### config.mk
export PLATFORM = sky130hd
export DESIGN_NAME = tlul_adapter_reg_pipe
export DESIGN_NICKNAME = d
export VERILOG_FILES = /design/src/rtl/tlul_adapter_reg_pipe_pkg.sv /design/src/rtl/tlul_adapter_reg_rspq.sv /design/src/rtl/tlul_err.sv /design/src/rtl/tlul_adapter_reg_pipe.sv
export SDC_FILE = /design/constraint.sdc
export NUM_CORES = 1
export LEC_CHECK = 0
export ABC_CLOCK_PERIOD_IN_PS = 2900
export CORE_MARGIN = 2
export CORE_UTILIZATION = 30
export CTS_CLUSTER_DIAMETER = 120
export DETAILED_ROUTE_END_ITERATION = 12
export GPL_ROUTABILITY_DRIVEN = 0
export RECOVER_POWER = 50
export SYNTH_ARGS = -nofsm -noshare
export SYNTH_HDL_FRONTEND = slang
export SYNTH_SLANG_ARGS = --single-unit
### constraint.sdc
create_clock -name clk_i -period 2.9 [get_ports clk_i]
set_clock_uncertainty 0.05 [all_clocks]
set_input_delay 0.58 -clock clk_i [delete_from_list [all_inputs] [get_ports clk_i]]
set_output_delay 0.58 -clock clk_i [all_outputs]
set_load 0.01 [all_outputs]
### src/rtl/tlul_adapter_reg_pipe_pkg.sv
// TL-UL channel types and the response-queue entry shared by the register adapter.
package tlul_adapter_reg_pipe_pkg;

  localparam int unsigned TL_AW  = 32;
  localparam int unsigned TL_DW  = 32;
  localparam int unsigned TL_AIW = 8;
  localparam int unsigned TL_SZW = 2;
  localparam int unsigned TL_DBW = TL_DW / 8;

  typedef enum logic [2:0] {
    PutFullData    = 3'h0,
    PutPartialData = 3'h1,
    Get            = 3'h4
  } tl_a_op_e;

  typedef enum logic [2:0] {
    AccessAck     = 3'h0,
    AccessAckData = 3'h1
  } tl_d_op_e;

  typedef struct packed {
    logic parity_en;
  } tl_a_user_t;

  typedef struct packed {
    logic              a_valid;
    tl_a_op_e          a_opcode;
    logic [TL_SZW-1:0] a_size;
    logic [TL_AIW-1:0] a_source;
    logic [TL_AW-1:0]  a_address;
    logic [TL_DBW-1:0] a_mask;
    logic [TL_DW-1:0]  a_data;
    tl_a_user_t        a_user;
    logic              d_ready;
  } tl_h2d_t;

  typedef struct packed {
    logic              d_valid;
    tl_d_op_e          d_opcode;
    logic [TL_SZW-1:0] d_size;
    logic [TL_AIW-1:0] d_source;
    logic [TL_DW-1:0]  d_data;
    logic              d_error;
    logic              a_ready;
  } tl_d2h_t;

  typedef struct packed {
    logic              filled;
    tl_d_op_e          opcode;
    logic [TL_SZW-1:0] size;
    logic [TL_AIW-1:0] source;
    logic [TL_DW-1:0]  data;
    logic              err;
  } reg_rsp_entry_t;

endpackage

### src/rtl/tlul_adapter_reg_rspq.sv
// In-order response queue; entries are pushed in request order and filled
// oldest-unfilled-first, so read data may land while older writes wait at the head.
module tlul_adapter_reg_rspq
  import tlul_adapter_reg_pipe_pkg::*;
#(
  parameter int unsigned Depth = 2
) (
  input  logic             clk_i,
  input  logic             rst_ni,
  input  logic             push,
  input  reg_rsp_entry_t   push_entry,
  input  logic             pop,
  input  logic             fill,
  input  logic [TL_DW-1:0] fill_data,
  input  logic             fill_err,
  output logic             full,
  output logic             empty,
  output logic             pend,
  output reg_rsp_entry_t   head
);

  localparam int unsigned PtrW = (Depth > 1) ? $clog2(Depth) : 1;
  localparam int unsigned CntW = $clog2(Depth + 1);

  reg_rsp_entry_t  q [Depth];
  logic [PtrW-1:0] wr_ptr;
  logic [PtrW-1:0] rd_ptr;
  logic [PtrW-1:0] fill_ptr;
  logic [CntW-1:0] count;

  function automatic logic [PtrW-1:0] ptr_inc(input logic [PtrW-1:0] p);
    return (p == PtrW'(Depth - 1)) ? '0 : p + PtrW'(1);
  endfunction

  // Next-to-fill pointer: first occupied, unfilled slot walking from the head
  always_comb begin
    logic [PtrW-1:0] idx;
    pend     = 1'b0;
    fill_ptr = rd_ptr;
    idx      = rd_ptr;
    for (int i = 0; i < Depth; i++) begin
      if (!pend && (CntW'(i) < count) && !q[idx].filled) begin
        pend     = 1'b1;
        fill_ptr = idx;
      end
      idx = ptr_inc(idx);
    end
  end

  always_ff @(posedge clk_i) begin
    if (!rst_ni) begin
      wr_ptr <= '0;
      rd_ptr <= '0;
      count  <= '0;
      for (int i = 0; i < Depth; i++) begin
        q[i] <= '0;
      end
    end else begin
      if (push) begin
        q[wr_ptr] <= push_entry;
        wr_ptr    <= ptr_inc(wr_ptr);
      end
      if (fill) begin
        q[fill_ptr].filled <= 1'b1;
        q[fill_ptr].data   <= fill_data;
        q[fill_ptr].err    <= q[fill_ptr].err | fill_err;
      end
      if (pop) begin
        rd_ptr <= ptr_inc(rd_ptr);
      end
      count <= count + CntW'(push) - CntW'(pop);
    end
  end

  assign full  = (count == CntW'(Depth));
  assign empty = (count == '0);
  assign head  = q[rd_ptr];

endmodule

### src/rtl/tlul_err.sv
// TL-UL A-channel legality check: opcode, size, address alignment and mask window.
module tlul_err
  import tlul_adapter_reg_pipe_pkg::*;
(
  input  tl_a_op_e          opcode,
  input  logic [TL_SZW-1:0] size,
  input  logic [1:0]        addr_lsb,
  input  logic [TL_DBW-1:0] mask,
  output logic              err
);

  logic [TL_DBW-1:0] win;
  logic              addr_ok;
  logic              op_ok;
  logic              mask_ok;

  always_comb begin
    win     = '0;
    addr_ok = 1'b0;
    case (size)
      2'd0: begin
        win     = TL_DBW'(1) << addr_lsb;
        addr_ok = 1'b1;
      end
      2'd1: begin
        win     = TL_DBW'(3) << addr_lsb;
        addr_ok = ~addr_lsb[0];
      end
      2'd2: begin
        win     = '1;
        addr_ok = (addr_lsb == 2'b00);
      end
      default: ;
    endcase
  end

  assign op_ok   = (opcode == Get) || (opcode == PutFullData) || (opcode == PutPartialData);
  // PutFull must cover exactly the sized window; other opcodes only stay inside it
  assign mask_ok = ((mask & ~win) == '0) && ((opcode != PutFullData) || (mask == win));
  assign err     = ~(op_ok & addr_ok & mask_ok);

endmodule

### src/rtl/tlul_adapter_reg_pipe.sv
// TL-UL device adapter to a register interface with several in-order requests in
// flight and a per-read timeout that turns a hung register read into an error response.
module tlul_adapter_reg_pipe
  import tlul_adapter_reg_pipe_pkg::*;
#(
  parameter int unsigned RegAw          = 8,
  parameter int unsigned RegDw          = 32,
  parameter int unsigned MaxOutstanding = 2,
  parameter int unsigned RdTimeout      = 255
) (
  input  logic               clk_i,
  input  logic               rst_ni,
  input  tl_h2d_t            tl_i,
  output tl_d2h_t            tl_o,
  output logic               re_o,
  output logic               we_o,
  output logic [RegAw-1:0]   addr_o,
  output logic [RegDw-1:0]   wdata_o,
  output logic [RegDw/8-1:0] be_o,
  input  logic [RegDw-1:0]   rdata_i,
  input  logic               rdata_valid_i,
  input  logic               error_i,
  output logic               timeout_o,
  output logic               busy_o
);

  localparam int unsigned TW  = (RdTimeout > 0) ? $clog2(RdTimeout + 1) : 1;
  localparam int unsigned SkW = $clog2(MaxOutstanding + 1);

  if (RegDw != TL_DW) begin : g_dw_check
    $error("RegDw must equal TL_DW");
  end
  if (MaxOutstanding < 1 || MaxOutstanding > 8) begin : g_depth_check
    $error("MaxOutstanding must be within 1..8");
  end

  logic           a_ack;
  logic           is_get;
  logic           err_tl;
  logic           err_internal;
  logic           q_full;
  logic           q_empty;
  logic           q_pend;
  logic           d_valid;
  logic           pop;
  logic           data_fill;
  logic           to_hit;
  logic           fill;
  reg_rsp_entry_t enq_entry;
  reg_rsp_entry_t head;
  logic [TW-1:0]  to_cnt;
  logic [SkW-1:0] skip_cnt;
  logic           unused_addr;

  tlul_err u_err (
    .opcode   (tl_i.a_opcode),
    .size     (tl_i.a_size),
    .addr_lsb (tl_i.a_address[1:0]),
    .mask     (tl_i.a_mask),
    .err      (err_tl)
  );

  assign a_ack        = tl_i.a_valid & ~q_full;
  assign is_get       = (tl_i.a_opcode == Get);
  assign err_internal = (~is_get & (tl_i.a_address[1:0] != 2'b00))
                      | tl_i.a_user.parity_en | err_tl;

  assign re_o        = a_ack & is_get & ~err_internal;
  assign we_o        = a_ack & ~is_get & ~err_internal;
  assign addr_o      = {tl_i.a_address[RegAw-1:2], 2'b00};
  assign wdata_o     = tl_i.a_data;
  assign be_o        = tl_i.a_mask;
  assign unused_addr = ^tl_i.a_address[TL_AW-1:RegAw];

  always_comb begin
    enq_entry        = '0;
    enq_entry.opcode = is_get ? AccessAckData : AccessAck;
    enq_entry.size   = tl_i.a_size;
    enq_entry.source = tl_i.a_source;
    enq_entry.err    = error_i | err_internal;
    enq_entry.filled = ~is_get | err_internal;
  end

  // Register data always beats a same-cycle timeout; beats owed to timed-out reads are dropped
  assign data_fill = rdata_valid_i & (skip_cnt == '0) & q_pend;
  assign to_hit    = (RdTimeout != 0) && q_pend && !rdata_valid_i
                  && (to_cnt == TW'(RdTimeout - 1));
  assign fill      = data_fill | to_hit;

  always_ff @(posedge clk_i) begin
    if (!rst_ni) begin
      to_cnt   <= '0;
      skip_cnt <= '0;
    end else begin
      if (!q_pend || fill) begin
        to_cnt <= '0;
      end else if (RdTimeout != 0) begin
        to_cnt <= to_cnt + TW'(1);
      end
      if (to_hit && (skip_cnt != SkW'(MaxOutstanding))) begin
        skip_cnt <= skip_cnt + SkW'(1);
      end else if (rdata_valid_i && (skip_cnt != '0)) begin
        skip_cnt <= skip_cnt - SkW'(1);
      end
    end
  end

  tlul_adapter_reg_rspq #(
    .Depth (MaxOutstanding)
  ) u_rspq (
    .clk_i      (clk_i),
    .rst_ni     (rst_ni),
    .push       (a_ack),
    .push_entry (enq_entry),
    .pop        (pop),
    .fill       (fill),
    .fill_data  (to_hit ? '0 : rdata_i),
    .fill_err   (to_hit),
    .full       (q_full),
    .empty      (q_empty),
    .pend       (q_pend),
    .head       (head)
  );

  assign d_valid = ~q_empty & head.filled;
  assign pop     = d_valid & tl_i.d_ready;

  always_comb begin
    tl_o          = '0;
    tl_o.a_ready  = ~q_full;
    tl_o.d_valid  = d_valid;
    tl_o.d_opcode = head.opcode;
    tl_o.d_size   = head.size;
    tl_o.d_source = head.source;
    tl_o.d_data   = head.data;
    tl_o.d_error  = head.err;
  end

  assign timeout_o = to_hit;
  assign busy_o    = ~q_empty;

  a_no_orphan_rdata: assert property (@(posedge clk_i) disable iff (!rst_ni)
    rdata_valid_i |-> (q_pend || (skip_cnt != '0)));

endmodule

==> impl_metrics.json <==
{
  "hold_path_end": "to_cnt[0]",
  "antenna_left": 0,
  "wl_um": 12600,
  "dp.cells": 743,
  "cts.htree.levels": 3,
  "dr.pass1.iters": 4,
  "cp_top_family": "simple AND/OR/NAND/NOR gates",
  "crit_top_cell": "buf_4",
  "critPathMaxStageDelay_ns": 0.36,
  "setup_violations": 1,
  "crit_fanout": 5,
  "end_kind": "output port",
  "n_fill_cell": 1701,
  "antennaDiodeCount": 0,
  "post-dp-hpwl_um": 8210,
  "std_cell_rows": 49,
  "r2r_end": "u_rspq.q[1][0]",
  "grt_pass1_wl_um": 19300,
  "core_sq_mm": 0.0179,
  "die_area_sq_mm": 0.0193,
  "viasPerCell": 4.81,
  "overflow": 0,
  "finalSetupTns_ns": -0.0284,
  "synth_cell_types": 55,
  "cap_violations": 0,
  "path_buf_inv": 3,
  "syn_inst": 442,
  "start_util": 0.305,
  "vdd_drop_max_mv": 0.378,
  "synth_top_area_frac": 0.484,
  "min_period_ns": 2.93,
  "r2r_slack_ns": 0.68,
  "cp-startpoint": "tl_i[79]",
  "via_count": 3663,
  "nNetsFinal": 656,
  "crit_cells": 10,
  "timing.final.crit_share": 1.01,
  "multi_input_comb_area_sq_mm": 0.00203,
  "rsz0062_at_grt": "yes",
  "setup_slack_ns": -0.0284,
  "ys_seq_elements": 105,
  "synthTopCellsByArea": "edfxtp_1, mux2_2, and3_1, buf_4, dfxtp_1",
  "ys.flop_type": "edfxtp_1",
  "hold_path_class": "register to register",
  "grt_pass1_vias": 3692,
  "grt_max_degree": 65,
  "clock_latency_ns": 0.35,
  "grt_use_total": 0.126,
  "hp-start": "to_cnt[0]",
  "synth.cell_area_sq_mm": 0.00546,
  "p_leak_nw": 2.84,
  "slowest_stage": "or3_4",
  "wire_per_inst_um": 16.5,
  "seqCellArea_sq_mm": 0.00298,
  "timing.slew.headroom": 0.528,
  "status": "complete, but fails checks",
  "worstPathRequired_ns": 2.27,
  "cts_buffers": 9,
  "worst_pin_slew_ns": 0.690,
  "hold_depth": 1,
  "area_delta_synth_final_pct": 28.2,
  "cts_root_buffer": "clkbuf_16",
  "die_h_um": 139,
  "final_cells": 762,
  "r2r.worst_path.cells": 8,
  "final_cell_mix": "clkdlybuf4s50_1, edfxtp_1, and3_1, mux2_2, buf_4",
  "syn_area_per_cell_sq_um": 12.3,
  "cts_max_path_buffers": 2,
  "io_buffers": 111,
  "start_kind": "input port",
  "violations": "negative setup slack",
  "fmax_mhz": 341,
  "yosys_warnings": 0,
  "maxSlewViolCount": 0,
  "drtIter0Drc": 239,
  "synth-seq-area-share": 0.547,
  "crit_chain": "buf_4 -> buf_4 -> nand2_1 -> o21ai_2 -> ha_2 -> and4_1 -> o311ai_2 -> or3_4 -> nor2_2 -> buf_2",
  "yosys.area.top_type": "edfxtp_1",
  "clock_sinks": 105,
  "cts.reportedPaths.clkPinSlew_ns": 0.07,
  "crit_type": "input port to output port",
  "pwr_density_cell_mw_per_mm2": 676,
  "power_mw": 4.73,
  "die_x_um": 139,
  "remaining_drc_errors": 0,
  "mostFrequentLayoutCell": "clkdlybuf4s50_1",
  "cts_hold_buf": 0,
  "cts_tree": "done",
  "drive_gt1_frac": 0.227,
  "async_flop_share": 0,
  "hold_viol_final": 0,
  "synth-edff-count": 88,
  "num_io_pins": 216,
  "cp.arrival_ns": 2.30,
  "reg2reg_from": "to_cnt[0]",
  "antenna_found_initial": 0
}
## kinds of logic after synthesis
group                    after synthesis  synth area share
AND/OR/NAND/NOR                      159             0.180
adder cells (fa/ha/maj)                8            0.0183
XOR/XNOR                               9            0.0144
other                                  1          0.000687
AO/OA/AOI/OAI                         34            0.0484
flip-flops                           105             0.547
multiplexers                          47            0.0963
buffers and inverters                 79            0.0958
## through the flow
step | util | setup WS [ns] | hold slack [ns] | area [sq um]
after floorplan | - | 0.0868 | 0.391 | 5470
after global placement | 0.370 | -0.823 | 0.409 | 6630
after detailed placement | 0.370 | -1.05 | 0.427 | 6630
after global routing | 0.391 | -0.0977 | 0.486 | 6990
after CTS | 0.386 | 0.00242 | 0.443 | 6920
final | 0.391 | -0.0284 | 0.435 | 6990
## state kept, by name, indices dropped and copies added (netlist names), named ones only
register,count
skip_cnt,2
to_cnt,8
u_rspq.count,2
u_rspq.q,90
u_rspq.rd_ptr,1
u_rspq.wr_ptr,1
## cell usage after synthesis (2+ instances only)
master     instances
edfxtp_1          88
and3_1            66
buf_4             47
mux2_2            44
nor2_1            23
and2_1            22
dfxtp_1           17
inv_1             10
nand2_1            9
clkbuf_1           8
ha_1               8
o21ai_0            8
a21oi_1            7
buf_6              6
nand3_1            6
nor2b_1            5
xnor2_1            5
buf_1              4
buf_2              4
nand2b_1           4
xor2_1             4
mux2i_1            3
o31ai_1            3
a2111oi_4          2
a211oi_1           2
and4_1             2
nand3b_1           2
nand4_1            2
nand4b_1           2
nor3_1             2
nor4_1             2
or3_1              2
## worst max-delay path by stage
stage,slack [ns],endpoint
after global routing,-0.1,re_o
after global placement,-0.82,we_o
after detailed placement,-1.05,we_o
final,-0.03,re_o
after floorplan,0.09,u_rspq.q[0][0]
after CTS,0.002,we_o
## routing by layer
layer	share of wire	GRT usage	wire length (um)	vias up
met5	0	0	0	-
met4	0.039	0.0654	493	0
met3	0.052	0.0300	657	45
met2	0.47	0.204	5890	98
met1	0.44	0.159	5550	1787
li1	-	-	-	1733
## cell type report
| class | count | area share |
|---|---|---|
| flip-flops and latches | 105 | 0.427 |
| clock buffers | 10 | 0.0327 |
| inverters | 10 | 0.00537 |
| multi-input cells | 261 | 0.291 |
| well taps | 229 | 0.0410 |
| clock inverters | 6 | 0.00608 |
| repair buffers | 141 | 0.197 |
## power by group
group	internal [mW]	leakage, nW	switching, mW
clock	0.584	0.130	0.546
sequential	1.95	1.07	0.110
combinational	0.850	1.64	0.690
## timing repair
| item | in CTS | in global routing |
|---|---|---|
| buffers inserted | 1 | 2 |
| pin swaps | 6 | 11 |
| gates resized for setup | 38 | 21 |
| endpoints found under the hold margin | 0 | 0 |
| endpoints found under the setup margin | 3 | 3 |
(Power assumes the default switching activity.)
